[src/rtl/sp_arb_pkg.sv]
// rtl/sp_arb_pkg.sv - shared types, defaults and rotate-priority pick for the serial arbiter
package sp_arb_pkg;

    typedef enum logic [1:0] {
        IDLE  = 2'd0,
        BUSY  = 2'd1,
        DRAIN = 2'd2
    } state_e;

    localparam int FRAME_W_DEF = 6;
    localparam int MAX_SRC     = 16;

    // First set request at or after ptr, wrapping modulo n.
    function automatic logic [3:0] rr_pick(input logic [MAX_SRC-1:0] req,
                                           input logic [3:0]         ptr,
                                           input int                 n);
        logic [3:0] pick;
        logic [3:0] idx;
        logic       found;
        pick  = '0;
        found = 1'b0;
        for (int i = 0; i < MAX_SRC; i++) begin
            if (i < n) begin
                idx = 4'((int'(ptr) + i) % n);
                if (!found && req[idx]) begin
                    pick  = idx;
                    found = 1'b1;
                end
            end
        end
        return pick;
    endfunction

endpackage

[src/rtl/rr_pick_n.sv]
// rtl/rr_pick_n.sv - combinational rotate-priority encoder over N_SRC requests
module rr_pick_n
    import sp_arb_pkg::*;
#(
    parameter int N_SRC = 4,
    parameter int SRC_W = $clog2(N_SRC)
) (
    input  logic [N_SRC-1:0] req,
    input  logic [SRC_W-1:0] ptr,
    output logic [SRC_W-1:0] idx,
    output logic             any
);

    always_comb begin
        idx = SRC_W'(rr_pick(MAX_SRC'(req), 4'(ptr), N_SRC));
        any = |req;
    end

endmodule

[src/rtl/s_to_p_rr_arbiter.sv]
// rtl/s_to_p_rr_arbiter.sv - round-robin share of one serial-to-parallel converter, frame-locked grants
module s_to_p_rr_arbiter
    import sp_arb_pkg::*;
#(
    parameter int N_SRC   = 4,
    parameter int FRAME_W = FRAME_W_DEF,
    parameter int SRC_W   = $clog2(N_SRC)
) (
    input  logic               clk,
    input  logic               rst_n,
    input  logic [N_SRC-1:0]   req_valid,
    input  logic [N_SRC-1:0]   req_data,
    output logic [N_SRC-1:0]   req_ready,
    output logic               conv_valid_a,
    output logic               conv_data_a,
    input  logic               conv_ready_a,
    input  logic               conv_valid_b,
    input  logic [FRAME_W-1:0] conv_data_b,
    output logic               out_valid,
    output logic [FRAME_W-1:0] out_data,
    output logic [SRC_W-1:0]   out_src
);

    localparam int CNT_W = $clog2(FRAME_W);

    state_e             state_q, state_d;
    logic [SRC_W-1:0]   ptr_q, ptr_d;
    logic [SRC_W-1:0]   gnt_q, gnt_d;
    logic [CNT_W-1:0]   bit_cnt_q, bit_cnt_d;
    logic               out_valid_q, out_valid_d;
    logic [FRAME_W-1:0] out_data_q, out_data_d;
    logic [SRC_W-1:0]   out_src_q, out_src_d;

    logic [SRC_W-1:0]   pick_idx;
    logic               pick_any;
    logic               xfer;
    logic               last_bit;
    logic [SRC_W-1:0]   gnt_next_ptr;

    rr_pick_n #(
        .N_SRC (N_SRC),
        .SRC_W (SRC_W)
    ) u_pick (
        .req (req_valid),
        .ptr (ptr_q),
        .idx (pick_idx),
        .any (pick_any)
    );

    // Serial path: only the granted source talks, and only when the converter takes the bit.
    always_comb begin
        xfer         = (state_q == BUSY) && req_valid[gnt_q] && conv_ready_a;
        last_bit     = xfer && (bit_cnt_q == CNT_W'(FRAME_W - 1));
        conv_valid_a = xfer;
        conv_data_a  = (state_q == BUSY) ? req_data[gnt_q] : 1'b0;
        req_ready    = '0;
        if (xfer) begin
            req_ready[gnt_q] = 1'b1;
        end
        gnt_next_ptr = (gnt_q == SRC_W'(N_SRC - 1)) ? '0 : gnt_q + 1'b1;
    end

    always_comb begin
        state_d     = state_q;
        ptr_d       = ptr_q;
        gnt_d       = gnt_q;
        bit_cnt_d   = bit_cnt_q;
        out_valid_d = 1'b0;
        out_data_d  = out_data_q;
        out_src_d   = out_src_q;

        case (state_q)
            IDLE: begin
                if (pick_any) begin
                    gnt_d   = pick_idx;
                    state_d = BUSY;
                end
            end
            BUSY: begin
                if (xfer) begin
                    if (last_bit) begin
                        bit_cnt_d = '0;
                        ptr_d     = gnt_next_ptr;
                        state_d   = DRAIN;
                    end else begin
                        bit_cnt_d = bit_cnt_q + 1'b1;
                    end
                end
            end
            DRAIN: begin
                // Word pulses outside DRAIN belong to nobody and are dropped.
                if (conv_valid_b) begin
                    out_valid_d = 1'b1;
                    out_data_d  = conv_data_b;
                    out_src_d   = gnt_q;
                    if (pick_any) begin
                        gnt_d   = pick_idx;
                        state_d = BUSY;
                    end else begin
                        state_d = IDLE;
                    end
                end
            end
            default: begin
                state_d = IDLE;
            end
        endcase
    end

    always_ff @(posedge clk or negedge rst_n) begin
        if (!rst_n) begin
            state_q     <= IDLE;
            ptr_q       <= '0;
            gnt_q       <= '0;
            bit_cnt_q   <= '0;
            out_valid_q <= 1'b0;
            out_data_q  <= '0;
            out_src_q   <= '0;
        end else begin
            state_q     <= state_d;
            ptr_q       <= ptr_d;
            gnt_q       <= gnt_d;
            bit_cnt_q   <= bit_cnt_d;
            out_valid_q <= out_valid_d;
            out_data_q  <= out_data_d;
            out_src_q   <= out_src_d;
        end
    end

    assign out_valid = out_valid_q;
    assign out_data  = out_data_q;
    assign out_src   = out_src_q;

endmodule

[config.mk]
export PLATFORM = sky130hd
export DESIGN_NAME = s_to_p_rr_arbiter
export DESIGN_NICKNAME = d
export VERILOG_FILES = /design/src/rtl/sp_arb_pkg.sv /design/src/rtl/rr_pick_n.sv /design/src/rtl/s_to_p_rr_arbiter.sv
export SDC_FILE = /design/constraint.sdc
export NUM_CORES = 1
export LEC_CHECK = 0
export ABC_AREA = 1
export CORE_MARGIN = 2
export CORE_UTILIZATION = 40
export CTS_CLUSTER_DIAMETER = 100
export DETAILED_ROUTE_END_ITERATION = 10
export HOLD_SLACK_MARGIN = 0.02
export PLACE_DENSITY_LB_ADDON = 0.3
export REMOVE_ABC_BUFFERS = 1
export SLEW_MARGIN = 20
export SYNTH_ARGS = -nofsm -noshare
export SYNTH_HDL_FRONTEND = slang
export SYNTH_SLANG_ARGS = --single-unit
[constraint.sdc]
create_clock -name clk -period 2.3 [get_ports clk]
set_input_delay 0.46 -clock clk [delete_from_list [all_inputs] [get_ports clk]]
set_output_delay 0.46 -clock clk [all_outputs]
set_load 0.01 [all_outputs]
==> flow_summary.json <==
{
  "outcome": "finished, final reports clean",
  "critPathKind": "input pin to output port",
  "startpoint_type": "input pin",
  "start_util_pct": 43.18,
  "pre_cts_ws_ps": -236.6,
  "htree_levels": 1,
  "avgViaCountPerCell": 4.740,
  "maxCapViolCount": 0,
  "skew_ps": 5.382,
  "num_antenna_cells": 0,
  "drv_slew": 0,
  "rsz0062_at_grt": "false",
  "grt_max_degree": 19,
  "power.total_mw": 1.565,
  "io_pins": 33,
  "p_leak_nw": 0.9032,
  "worstHoldPathType": "input pin to async pin",
  "drc_errors": 0,
  "crit_arrival_ps": 1770,
  "antenna_found_initial": 0,
  "clk_path_buf_depth": 2,
  "cts-root-buf": "clkbuf_4",
  "cpPeakStageDelay_ps": 520,
  "rr_worst_depth": 11,
  "hpwl_um": 2069,
  "rows": 19,
  "crit_chain": "clkdlybuf4s50_1 > nand2_1 > nand3_1 > and3_4 > nand2_4 > nor2_1 > dlygate4sd2_1",
  "fp.dieW_um": 59.03,
  "grt_pass1_vias": 1059,
  "worst_pin_slew_ps": 413.2,
  "final-hold-violation-count": 0,
  "finalSetupTns_ps": 0,
  "syn_area_per_cell_sq_um": 6.843,
  "seq_area_frac_synth_pct": 37.19,
  "clock_sinks": 18,
  "synth-seq-cells": 18,
  "powerDensity_nw_per_um2": 954.9,
  "setup_slack_ps": 66.30,
  "ir_worst_vdd_v": 0.0005733,
  "postCtsHoldBufs": 0,
  "setup_viol": 0,
  "port_buffers": 32,
  "routed_wl_um": 2624,
  "nets": 244,
  "ant_nets": 0,
  "tritoncts": "done",
  "critPathMaxFanout": 6,
  "post-cts-setup-buffer-count": 0,
  "gp_congestion": 0.8362,
  "drt_iter0_drc": 54,
  "grt-ovfl-total": 0,
  "r2r_end": "gnt_q[1]",
  "post-route-min-period_ps": 2234,
  "core_sq_um": 2805,
  "areaGrowthSynthToFinish_pct": 35.33,
  "yosysUniqueCellTypes": 23,
  "clk_pin_slew_ps": 100,
  "drive_above_1_share_pct": 14.61,
  "dr.pass1.iters": 4,
  "die_h_um": 59.03,
  "gr-usage-all-layers_pct": 17.07,
  "endpoint_kind": "output port",
  "cts_buffers": 3,
  "syn_inst": 177,
  "fmax_mhz": 447.7,
  "die_area_sq_um": 3484,
  "ys_warn_count": 0,
  "vias": 1185,
  "whs_ps": 477.0,
  "slew_headroom_pct": 72.46,
  "cp_slowest_cell": "clkdlybuf4s50_1",
  "finalCritPeriodShare_pct": 97.12,
  "grt_pass1_wl_um": 4609,
  "r2r-start": "ptr_q[0]",
  "wl_per_cell_um": 10.50,
  "netlist_area_sq_um": 1211,
  "critPathRequiredTime_ps": 1840,
  "ff2ff_setup_slack_ps": 740,
  "clock_latency_ps": 290
}
-- stage by stage --
stage / util, % / cells / area, sq um
after floorplan: - / 175 / 1189
after global placement: 57.31 / 246 / 1608
after detailed placement: 57.31 / 246 / 1608
after CTS: 58.39 / 250 / 1638
after global routing: 58.43 / 250 / 1639
final: 58.43 / 250 / 1639
-- where the power goes --
group / switching (mW) / total (mW) / internal [mW]
combinational: 0.471 / 0.846 / 0.375
sequential: 0.112 / 0.525 / 0.413
clock: 0.0981 / 0.195 / 0.0965
total: 0.680 / 1.57 / 0.885
-- registers in the layout, summed over array words and instances, names as in the netlist --
| signal | cells |
|---|---|
| out_data | 6 |
| state_q | 2 |
| bit_cnt_q | 3 |
| out_src | 2 |
| out_valid | 1 |
| gnt_q | 2 |
| ptr_q | 2 |
-- logic make-up (layout without fill, tap and decap cells) --
logic type	count (synthesis)	in the layout	share of synthesized area, %
compound gates	12	12	5.165
fa+ha+maj	6	6	6.198
buf+inv	27	69	9.815
flops	18	18	37.19
simple gates	114	114	41.63
-- worst max-delay path, delay by kind of cell --
family	cells	cell delay, ps
and+or+nand+nor	5	530
buffers and inverters	2	790
-- how the worst max path moves through the flow --
stage	start	end	slack, ps	cells past startpoint
detailed placement	req_valid[1]	req_ready[0]	-240	7
floorplan	gnt_q[0]	req_ready[0]	750	6
CTS	req_data[2]	conv_data_a	10	6
finish	req_valid[1]	req_ready[3]	70	7
global placement	req_valid[1]	req_ready[2]	-200	7
global route	req_valid[1]	req_ready[3]	2	7
-- cell usage in the layout, fill, tap and decap left out, drive strengths merged, types with 3 or more instances in the layout --
cell and instances:
a21oi 3, buf 8, clkbuf 5, clkdlybuf4s50 26, dfrtp 18, dlygate4sd2 3
ha 6, inv 23, nand2 84, nand3 11, nor2 13, o21ai 8
-- synthesized netlist by cell type --
cell       n  area share [%]
o211ai_1   1            0.62
nor2_1    10             3.1
dfrtp_1   18              37
nand2_4    1            0.93
inv_2      5             1.5
nand3_1   10             4.1
a21oi_1    3             1.2
inv_4      1            0.52
nand4_1    2             1.0
o21ai_1    2            0.83
nand3b_1   2             1.2
nand3_2    1            0.83
clkinv_1   2            0.62
or2_1      1            0.52
o21ai_0    6             2.5
nor2_4     1            0.93
inv_1     17             5.3
and3_4     1            0.93
nand2_1   77              24
buf_6      2             1.9
ha_1       6             6.2
nand2_2    6             3.1
nor2_2     2             1.0
-- routing by layer --
layer  track usage [%]  vias to the layer above  wire (um)
li1                  -                      626          -
met5                 0                        -          0
met4             3.896                        0         12
met2             28.41                       18       1316
met1             23.78                      539       1211
met3             2.183                        2         84
-- layout make-up --
class | count | area (sq um)
sequential | 18 | 451.7
tap | 31 | 38.79
clock buffer | 4 | 36.28
timing repair buffer | 40 | 374.1
multi-input combinational | 132 | 641.9
inverter | 25 | 96.34
fill | 283 | 1166
-- what timing repair did --
action                     4_1_cts  5_1_grt
setup endpoints to repair        5        5
gates resized for setup          5        5
pin swaps                        0        0
No activity file was read; power rests on OpenSTA's default activity.
